## src/rtl/dcache_responder_if.sv

```systemverilog
// D-side request bus plus physical-memory line port of dcache_responder.
// The slave modport is the cache; the master modport is the pipeline/memory side.
interface dcache_responder_if;
    logic [31:0]  mem_address;
    logic         mem_read;
    logic         mem_write;
    logic [3:0]   mem_byte_enable;
    logic [31:0]  mem_wdata;
    logic [31:0]  mem_rdata;
    logic         mem_resp;
    logic [31:0]  pmem_address;
    logic         pmem_read;
    logic         pmem_write;
    logic [255:0] pmem_wdata;
    logic [255:0] pmem_rdata;
    logic         pmem_resp;

    modport slave (
        input  mem_address, mem_read, mem_write, mem_byte_enable, mem_wdata,
        input  pmem_rdata, pmem_resp,
        output mem_rdata, mem_resp,
        output pmem_address, pmem_read, pmem_write, pmem_wdata
    );

    modport master (
        output mem_address, mem_read, mem_write, mem_byte_enable, mem_wdata,
        output pmem_rdata, pmem_resp,
        input  mem_rdata, mem_resp,
        input  pmem_address, pmem_read, pmem_write, pmem_wdata
    );
endinterface

```

## src/rtl/dcache_responder.sv

```systemverilog
// Direct-mapped, write-back, write-allocate data cache with 256-bit line fill/evict.
// Define DCACHE_PERF_COUNTERS_EN to add hit/miss/writeback counters.
module dcache_responder #(
    parameter int S_INDEX = 3
) (
    input  logic               clk,
    input  logic               rst,
    dcache_responder_if.slave  bus
`ifdef DCACHE_PERF_COUNTERS_EN
    ,
    output logic [31:0]        hit_count,
    output logic [31:0]        miss_count,
    output logic [31:0]        wb_count
`endif
);
    localparam int SETS  = 1 << S_INDEX;
    localparam int TAG_W = 27 - S_INDEX;

    typedef enum logic [1:0] {CHECK, WRITEBACK, FILL} state_t;

    state_t state, state_next;

    logic [SETS-1:0]    valid;
    logic [SETS-1:0]    dirty;
    logic [TAG_W-1:0]   tags  [SETS];
    logic [255:0]       lines [SETS];

    logic [S_INDEX-1:0] idx;
    logic [TAG_W-1:0]   req_tag;
    logic [2:0]         word_sel;
    logic               req;
    logic               hit;
    logic               write_hit;
    logic               wb_done;
    logic               fill_done;
    logic               mem_resp;
    logic               pmem_read;
    logic               pmem_write;
    logic [31:0]        pmem_address;
    logic               unused_addr_lsbs;

    function automatic logic [31:0] merge_word(input logic [31:0] old_word,
                                               input logic [31:0] new_word,
                                               input logic [3:0]  be);
        logic [31:0] w;
        w = old_word;
        for (int i = 0; i < 4; i++) begin
            if (be[i]) w[8*i +: 8] = new_word[8*i +: 8];
        end
        return w;
    endfunction

    assign idx              = bus.mem_address[4+S_INDEX:5];
    assign req_tag          = bus.mem_address[31:5+S_INDEX];
    assign word_sel         = bus.mem_address[4:2];
    assign unused_addr_lsbs = ^bus.mem_address[1:0];

    // A simultaneous read+write is illegal; mem_write takes precedence below.
    assign req       = bus.mem_read | bus.mem_write;
    assign hit       = valid[idx] && (tags[idx] == req_tag);
    assign write_hit = (state == CHECK) && bus.mem_write && hit;
    assign wb_done   = (state == WRITEBACK) && bus.pmem_resp;
    assign fill_done = (state == FILL) && bus.pmem_resp;

    assign bus.mem_rdata    = lines[idx][{word_sel, 5'd0} +: 32];
    assign bus.mem_resp     = mem_resp;
    assign bus.pmem_read    = pmem_read;
    assign bus.pmem_write   = pmem_write;
    assign bus.pmem_address = pmem_address;
    assign bus.pmem_wdata   = lines[idx];

    always_ff @(posedge clk or negedge rst) begin
        if (!rst) state <= CHECK;
        else      state <= state_next;
    end

    always_comb begin
        state_next   = state;
        mem_resp     = 1'b0;
        pmem_read    = 1'b0;
        pmem_write   = 1'b0;
        pmem_address = {bus.mem_address[31:5], 5'd0};
        case (state)
            CHECK: begin
                if (req) begin
                    if (hit)                           mem_resp   = 1'b1;
                    else if (valid[idx] && dirty[idx]) state_next = WRITEBACK;
                    else                               state_next = FILL;
                end
            end
            WRITEBACK: begin
                pmem_write   = 1'b1;
                pmem_address = {tags[idx], idx, 5'd0};
                if (bus.pmem_resp) state_next = FILL;
            end
            FILL: begin
                pmem_read = 1'b1;
                if (bus.pmem_resp) state_next = CHECK;
            end
            default: state_next = CHECK;
        endcase
    end

    always_ff @(posedge clk or negedge rst) begin
        if (!rst) begin
            valid <= '0;
            dirty <= '0;
        end else if (fill_done) begin
            valid[idx] <= 1'b1;
            dirty[idx] <= 1'b0;
        end else if (wb_done) begin
            dirty[idx] <= 1'b0;
        end else if (write_hit && (bus.mem_byte_enable != 4'd0)) begin
            dirty[idx] <= 1'b1;
        end
    end

    // Line data and tags carry no reset; valid gates every use of them.
    always_ff @(posedge clk) begin
        if (fill_done) begin
            lines[idx] <= bus.pmem_rdata;
            tags[idx]  <= req_tag;
        end else if (write_hit) begin
            lines[idx][{word_sel, 5'd0} +: 32] <=
                merge_word(lines[idx][{word_sel, 5'd0} +: 32], bus.mem_wdata, bus.mem_byte_enable);
        end
    end

    a_rw_exclusive: assert property (@(posedge clk) disable iff (!rst)
                                     !(bus.mem_read && bus.mem_write));

`ifdef DCACHE_PERF_COUNTERS_EN
    // missed_req marks the retried response after a fill so it is not counted as a hit.
    logic missed_req;

    always_ff @(posedge clk or negedge rst) begin
        if (!rst) begin
            hit_count  <= 32'd0;
            miss_count <= 32'd0;
            wb_count   <= 32'd0;
            missed_req <= 1'b0;
        end else begin
            if (mem_resp && !missed_req) hit_count <= hit_count + 32'd1;
            if (wb_done)                 wb_count  <= wb_count + 32'd1;
            if ((state == CHECK) && (state_next != CHECK)) begin
                miss_count <= miss_count + 32'd1;
                missed_req <= 1'b1;
            end else if ((state == CHECK) && (!req || mem_resp)) begin
                missed_req <= 1'b0;
            end
        end
    end
`endif
endmodule

```

## src/flat_wrapper.sv

```systemverilog
// flat-port wrapper written by rule: the top's interface ports become plain ports
module dcache_responder_flat 
#(
    parameter int S_INDEX = 3
)
  (clk, rst, bus_mem_address, bus_mem_read, bus_mem_write, bus_mem_byte_enable, bus_mem_wdata, bus_pmem_rdata, bus_pmem_resp, bus_mem_rdata, bus_mem_resp, bus_pmem_address, bus_pmem_read, bus_pmem_write, bus_pmem_wdata);
  dcache_responder_if bus_i ();
  input  logic clk;
  input  logic rst;
  input wire logic [$bits(bus_i.mem_address)-1:0] bus_mem_address;
  input wire logic [$bits(bus_i.mem_read)-1:0] bus_mem_read;
  input wire logic [$bits(bus_i.mem_write)-1:0] bus_mem_write;
  input wire logic [$bits(bus_i.mem_byte_enable)-1:0] bus_mem_byte_enable;
  input wire logic [$bits(bus_i.mem_wdata)-1:0] bus_mem_wdata;
  input wire logic [$bits(bus_i.pmem_rdata)-1:0] bus_pmem_rdata;
  input wire logic [$bits(bus_i.pmem_resp)-1:0] bus_pmem_resp;
  output wire logic [$bits(bus_i.mem_rdata)-1:0] bus_mem_rdata;
  output wire logic [$bits(bus_i.mem_resp)-1:0] bus_mem_resp;
  output wire logic [$bits(bus_i.pmem_address)-1:0] bus_pmem_address;
  output wire logic [$bits(bus_i.pmem_read)-1:0] bus_pmem_read;
  output wire logic [$bits(bus_i.pmem_write)-1:0] bus_pmem_write;
  output wire logic [$bits(bus_i.pmem_wdata)-1:0] bus_pmem_wdata;
  assign bus_i.mem_address = bus_mem_address;
  assign bus_i.mem_read = bus_mem_read;
  assign bus_i.mem_write = bus_mem_write;
  assign bus_i.mem_byte_enable = bus_mem_byte_enable;
  assign bus_i.mem_wdata = bus_mem_wdata;
  assign bus_i.pmem_rdata = bus_pmem_rdata;
  assign bus_i.pmem_resp = bus_pmem_resp;
  assign bus_mem_rdata = bus_i.mem_rdata;
  assign bus_mem_resp = bus_i.mem_resp;
  assign bus_pmem_address = bus_i.pmem_address;
  assign bus_pmem_read = bus_i.pmem_read;
  assign bus_pmem_write = bus_i.pmem_write;
  assign bus_pmem_wdata = bus_i.pmem_wdata;
  dcache_responder #(.S_INDEX(S_INDEX)) u_core (.clk(clk), .rst(rst), .bus(bus_i));
endmodule
```

## config.mk

```make
export PLATFORM = sky130hd
export DESIGN_NAME = dcache_responder_flat
export DESIGN_NICKNAME = d
export VERILOG_FILES = /design/src/rtl/dcache_responder_if.sv /design/src/rtl/dcache_responder.sv /design/src/flat_wrapper.sv
export SDC_FILE = /design/constraint.sdc
export NUM_CORES = 2
export LEC_CHECK = 0
export ABC_AREA = 1
export CAP_MARGIN = 0
export CORE_MARGIN = 3
export CORE_UTILIZATION = 40
export DETAILED_ROUTE_END_ITERATION = 7
export MAX_ROUTING_LAYER = met4
export PLACE_DENSITY = 0.58
export REMOVE_ABC_BUFFERS = 1
export SLEW_MARGIN = 20
export SYNTH_ARGS = -nofsm -noshare
export SYNTH_HDL_FRONTEND = slang
export SYNTH_SLANG_ARGS = --single-unit
```

## constraint.sdc

```tcl
create_clock -name clk -period 3.6 [get_ports clk]
set_input_delay 0.9 -clock clk [delete_from_list [all_inputs] [get_ports clk]]
set_output_delay 0.9 -clock clk [all_outputs]
set_load 0.02 [all_outputs]
```

Word level (Yosys, flattened, before mapping)
Memory sizes are Yosys's and may differ from the RTL's.
Index checks and enable logic that the tools add are counted.
Widths: inputs -> output; s select.

storage, ports and cells
  register bits = 18
  bits in latches = 0
  bits in writable memories = 2,240
  ROM bits = 0
  input bits = 329
  output and inout port bits = 323
  logic and storage cells = 585
  memories = 2

memories
  memory        words  bits a word  read ports  clocked after Yosys merged registers in  wr ports  line                    RTL
  u_core.lines  8      256          1           0                                        1         dcache_responder.sv:26  logic [255:0] lines [SETS];
  u_core.tags   8      24           1           0                                        1         dcache_responder.sv:25  logic [TAG_W-1:0] tags [SETS];

operators by class
  $add $sub $neg = 1
  $mul = 0
  divide/modulo/power cells = 0
  magnitude comparators = 2
  eq/ne operators = 7
  shift-type cells = 3
  multiplexer cells = 294
  bitwise gates (word level) = 261
  reduce and logical (&&, ||, !) cells = 12

operator list
  kind                       number
  $mux 1                     268
  $or 1x1->1                 257
  $mux 256                   1
  $shift 32x10->256 const A  1
  $shiftx 256x9->32          1
  $shiftx 32x10->256         1
  $mux 8                     15
  $mux 32                    1
  $eq 24x24->1               1
  $or 8x8->8                 2
  $mux 2                     5
  $neg 8->10                 1
  $and 8x8->8                1
  $logic_and 1x1->1          8
  $not 8->8                  1
  $bmux 1 s3                 2
  $ne 2x2->1 const B         3
  $pmux 2 s3                 1
  $lt 3x4->1 const B         1
  $reduce_and 4->1           1
  $reduce_bool 4->1          1
  $demux 1 s3                1
  $ge 3x1->1 const B         1
  $reduce_bool 3->1          1
  other kinds (4)            4

Longest topological paths before layout
  word-level depth = 8
  depth in mapped cells = 23

Worst setup path after synthesis
Ideal clock, no wire load.

  kind = input to register
  start = input port bus_mem_address[2]
  end = memory u_core.lines[0][192], enable pin
  setup time = 432 ps
  arrival = 4,771 ps
  required time = 3,168 ps
  setup slack = -1,603 ps
  stages = 13
  cell sequence = clkinv_1 clkbuf_1 clkbuf_1 ha_1 ha_1 nor2_1 inv_1 nor2_1 inv_1 nor3_1 nand3_1 clkbuf_1 a21oi_1

between the ends
  word-level cells in the longest chain between the ends = 4

RTL lines
  what                            line                     RTL
  start, declared                 flat_wrapper.sv:10       input wire logic [$bits(bus_i.mem_address)-1:0] bus_mem_address;
  $neg 8->10                      dcache_responder.sv:124  lines[idx][{word_sel, 5'd0} +: 32] <=
  $shift 32x10->256               dcache_responder.sv:124
  $mux 256 (not written as such)  dcache_responder.sv:124
  $or 1x1->1 (no source line)     n/a
  end, declared                   dcache_responder.sv:26

No other way between the ends.

Worst setup path after layout
  start = input port bus_mem_address[6]
  end = output port bus_mem_rdata[31]

between the ends
  word-level cells in the longest chain between the ends = 2

RTL lines
  what               line                    RTL
  $mem_v2 8x256      n/a
  $shiftx 256x9->32  dcache_responder.sv:65  assign bus.mem_rdata = lines[idx][{word_sel, 5'd0} +: 32];
  end, declared      flat_wrapper.sv:17      output wire logic [$bits(bus_i.mem_rdata)-1:0] bus_mem_rdata;

No other way between the ends.

==> impl_table.tex <==
\begin{tabular}{lr}
\hline
Metric & Value \\
\hline
\multicolumn{2}{l}{\textbf{Die}} \\
\quad CORE AREA & about 240,000 um2 \\
\quad Die Y-Extent & roughly 500 um \\
\quad DIE AREA & approximately 250,000 um2 \\
\quad FP Rows & 180 \\
\quad Die X & $\sim$500 um \\
\quad I/O pin count & about 650 \\
\quad Initial Util & just over 40\% \\
\multicolumn{2}{l}{\textbf{Timing}} \\
\quad Worst setup margin & -0.547 ns \\
\quad Final setup violation count & 1,154 \\
\quad Worst slew margin relative to its limit & 44.5\% \\
\quad Max Clock Freq & between 0.2 and 0.25 GHz \\
\quad Ratio of final minimum period to clock period & 115\% \\
\quad Final hold violation count & 0 \\
\quad Final Max Slew Viols & 0 \\
\quad Setup repair after global routing missed its margin & yes \\
\quad Transition time of the tightest slew-check pin & between 0.8 and 0.9 ns \\
\quad Final Skew & about 0.04 ns \\
\quad Shortest clock period the worst path allows after layout & about 4.1 ns \\
\multicolumn{2}{l}{\textbf{Logic synthesis}} \\
\quad Yosys reg bits & 2,258 \\
\quad Synth area leaders & edfxtp\_1, nand2\_1, a21oi\_1, nand3\_1, o21ai\_0 \\
\quad Yosys warnings & 0 \\
\quad Count of mapped cells out of synthesis & approximately 9,000 \\
\quad Synthesized cell area & between 90,000 and 100,000 um2 \\
\quad Sequential fraction of the synthesis area & between 60\% and 70\% \\
\quad Synth cell types & 33 \\
\quad Average size of a mapped cell & around 10 um2 \\
\quad Proportion of netlist area held by the largest area contributor & roughly 70\% \\
\quad Cell taking the most area after synthesis & edfxtp\_1 \\
\quad Post-synth EDFFs & 2,240 \\
\quad Main flop type after synthesis & edfxtp\_1 \\
\quad Proportion of synthesized flip-flops having asynchronous set or reset & 0.797\% \\
\multicolumn{2}{l}{\textbf{GRT}} \\
\quad Wire length of the first global-routing pass & about 570,000 um \\
\quad Total Routing Usage GR & between 30\% and 40\% \\
\quad Global-route congestion overflow total & 0 \\
\quad Largest net degree at the start of global routing & 50 \\
\quad Number of antenna violations at the first check in global routing & 24 \\
\quad Via count of the first global-routing pass & between 70,000 and 80,000 \\
\multicolumn{2}{l}{\textbf{Placed design}} \\
\quad Worst slack, placed & -1.24 ns \\
\quad Final weighted congestion in routability-driven placement & between 1 and 1.5 \\
\quad HPWL after detailed placement & between 200,000 and 300,000 um \\
\quad IO buf count & approximately 640 \\
\multicolumn{2}{l}{\textbf{Clock network}} \\
\quad Clock latency on the worst-skew pair & about 0.9 ns \\
\quad Buffer cell driving the clock tree root & clkbuf\_16 \\
\quad Number of clock sinks & 2,258 \\
\quad Clock H-tree levels & 4 \\
\quad Number of buffers between clock root and the deepest sink & 3 \\
\quad Clock tree from TritonCTS & built \\
\quad CTS clock-pin slew for the worst setup and hold paths & roughly 0.06 ns \\
\quad Number of clock buffers inserted by TritonCTS & 230 \\
\multicolumn{2}{l}{\textbf{Hold path}} \\
\quad Class of the worst hold path & reg2reg \\
\multicolumn{2}{l}{\textbf{Setup path}} \\
\quad Biggest fanout along the worst timing path & 10 \\
\quad Slowest cell on the critical path & o211ai\_1 \\
\quad Critical Path End Type & output port \\
\quad Cell seen most often among critical-path stages & buf\_16 \\
\quad Worst setup path category & in2out \\
\quad Crit path required time & between 2 and 3 ns \\
\quad Worst path arrival time & about 3.3 ns \\
\quad Cell-by-cell trace of the critical path & buf\_16 -> buf\_16 -> buf\_16 -> buf\_8 -> buf\_6 -> a21oi\_1 -> o21ai\_1 -> nand2\_1 -> o211ai\_1 -> nand3\_1 -> nand2\_2 -> inv\_2 -> buf\_6 \\
\quad Biggest cell delay along the critical path & 0.55 ns \\
\quad Type of origin of the critical path & input pin \\
\multicolumn{2}{l}{\textbf{Final layout}} \\
\quad Proportion of layout cells with a drive suffix above 1 & a little over a fifth \\
\quad Layout overhead on the synthesized area & 35.3\% \\
\quad Layout Utilization & 54.6\% \\
\quad Number of nets in the final layout & approximately 12,000 \\
\multicolumn{2}{l}{\textbf{Power and ir drop}} \\
\quad Power density cells & around 480 nW/um2 \\
\quad Register share of total power & between 40\% and 50\% \\
\quad Leakage & 52.4 nW \\
\quad IR Drop Worst-Case VDD & roughly 0.4 mV \\
\quad Internal Dissipation & about 47 mW \\
\quad Switching share of total power & 26.7\% \\
\quad Switching power & between 15 and 20 mW \\
\quad Proportion of power drawn by the clock network & a little over a third \\
\quad Combinational share of power & around 16\% \\
\multicolumn{2}{l}{\textbf{Drt}} \\
\quad Number of DRC violations after detailed routing & 0 \\
\quad Vias/cell & 5.57 \\
\quad Number of vias after detailed routing & $\sim$81,000 \\
\quad Wire length per cell after detailed routing & about 28 um \\
\quad Post-detailed-route count of antenna-violating nets & 0 \\
\quad Detailed-routing iteration count for the pre-antenna-repair pass & 8 \\
\quad Starting DRC count in detailed routing & approximately 11,000 \\
\quad Total wirelength of the detailed-routed design & 416,000 um \\
\multicolumn{2}{l}{\textbf{Run}} \\
\quad Number of violations of the max-capacitance limit & 0 \\
\multicolumn{2}{l}{\textbf{Run status}} \\
\quad Violations in the final reports & negative setup slack \\
\quad Run status & finished with violations \\
\hline
\end{tabular}
logic make-up after synthesis:
| kind of cell | synth area share (%) |
|---|---|
| buf+inv | 4.03 |
| flops | 69.5 |
| simple gates | 18.4 |
| other cells | 0.00385 |
| fa+ha+maj | 0.0257 |
| compound gates | 7.97 |
state kept, by name (all words and copies together) (netlist names), named ones only:
register / count
u_core.tags: 192
u_core.lines: 2048
u_core.valid: 8
u_core.state: 2
stage by stage:
step / hold slack (ns) / power (mW) / area [um2] / cells / TNS [ns]
after floorplan: 0.424 / 34.0 / 95000 / 8716 / -
after global placement: 0.435 / 40.1 / 122000 / 14100 / -3462.37
after detailed placement: 0.441 / 40.2 / 122000 / 14100 / -3577.20
after CTS: 0.456 / 63.4 / 131000 / 14600 / -50.09
after global routing: 0.466 / 65.2 / 132000 / 14600 / -279.94
final: 0.453 / 63.6 / 132000 / 14600 / -101.63
metal layers:
layer	global-route usage, %	part of all wire [%]	wire length (um)	vias up
met2	47.6	43	179000	5269
li1	-	-	-	35700
met4	20.8	7.5	31300	0
met3	8.87	12	51100	885
met5	-	0	0	-
met1	42.7	37	154000	39600
cell usage after synthesis, types with 11 or more instances:
master	number
o211ai_1	42
a22o_1	11
nand3_1	638
inv_1	404
dfrtp_1	18
edfxtp_1	2240
buf_2	123
or2_2	36
nand2_1	3674
buf_4	24
o21ai_1	14
o21ai_0	538
clkbuf_1	368
nor2_1	149
a21oi_1	892
buf_1	51
worst max-delay path: cells and delay by family:
family,cells,cell delay [ns]
AND/OR/NAND/NOR,3,0.48
buffers and inverters,7,1.03
AO/OA/AOI/OAI,3,0.74
power groups by stage:
stage / combinational (mW) / clock (mW) / sequential (mW)
5_1_grt: 10.7 / 24.4 / 30.1
6_report: 10.3 / 23.2 / 30.1
2_1_floorplan: 3.35 / 0 / 30.6
4_1_cts: 9.99 / 23.3 / 30.1
3_5_place_dp: 9.57 / 0 / 30.6
3_3_place_gp: 9.50 / 0 / 30.6
worst paths after layout:
path                       depth (start not counted)             endpoint  slack (ns)               start
max reg2reg                                       20  u_core.lines[5][72]        0.10   u_core.tags[7][7]
min reg2reg                                        2      u_core.valid[6]        0.45     u_core.valid[6]
min in group asynchronous                          2            async pin        0.63                 rst
max                                               13    bus_mem_rdata[31]       -0.55  bus_mem_address[6]
max in group asynchronous                          2            async pin        2.60                 rst
min                                                2      u_core.valid[6]        0.45     u_core.valid[6]
cell type report:
class | count | area (um2)
repair inverters | 1 | 20.0
clock buffers | 287 | 6030
clock inverters | 129 | 1160
inverters | 415 | 1630
well taps | 3185 | 3990
multi-input cells | 6043 | 27400
flip-flops and latches | 2258 | 67700
repair buffers | 2279 | 23800
fillers | 20400 | 110000
diodes | 17 | 42.5
timing repair:
action | CTS | global route
hold endpoints to repair | 0 | 16
pin swaps | 92 | 41
setup buffers | 53 | 20
endpoints found under the setup margin | 1004 | 2876
gates resized for setup | 564 | 108
gates cloned | 26 | 4
hold buffers | 0 | 1
cell usage in the layout (no fill, tap or decap), types with 10 or more instances in the layout:
cell	instances
nand2_1	3613
edfxtp_1	2240
buf_4	1350
a21oi_1	826
nand3_1	565
clkdlybuf4s50_1	438
o21ai_0	410
inv_1	392
buf_12	326
clkbuf_16	235
o21ai_1	131
nor2_1	119
a21oi_4	64
nand3_2	60
clkbuf_1	52
clkinv_1	51
nand2_2	47
buf_6	45
o211ai_1	42
or2_2	36
clkinv_2	35
buf_16	29
nor2_2	23
clkdlybuf4s15_2	21
bufbuf_16	20
dfrtp_1	18
buf_2	18
diode_2	17
bufinv_16	15
nand3_4	14
buf_8	14
nand2_4	12
a22o_1	11
nand4_1	10
clkinvlp_4	10
dlygate4sd2_1	10
Power figures use the tool's default switching activity.
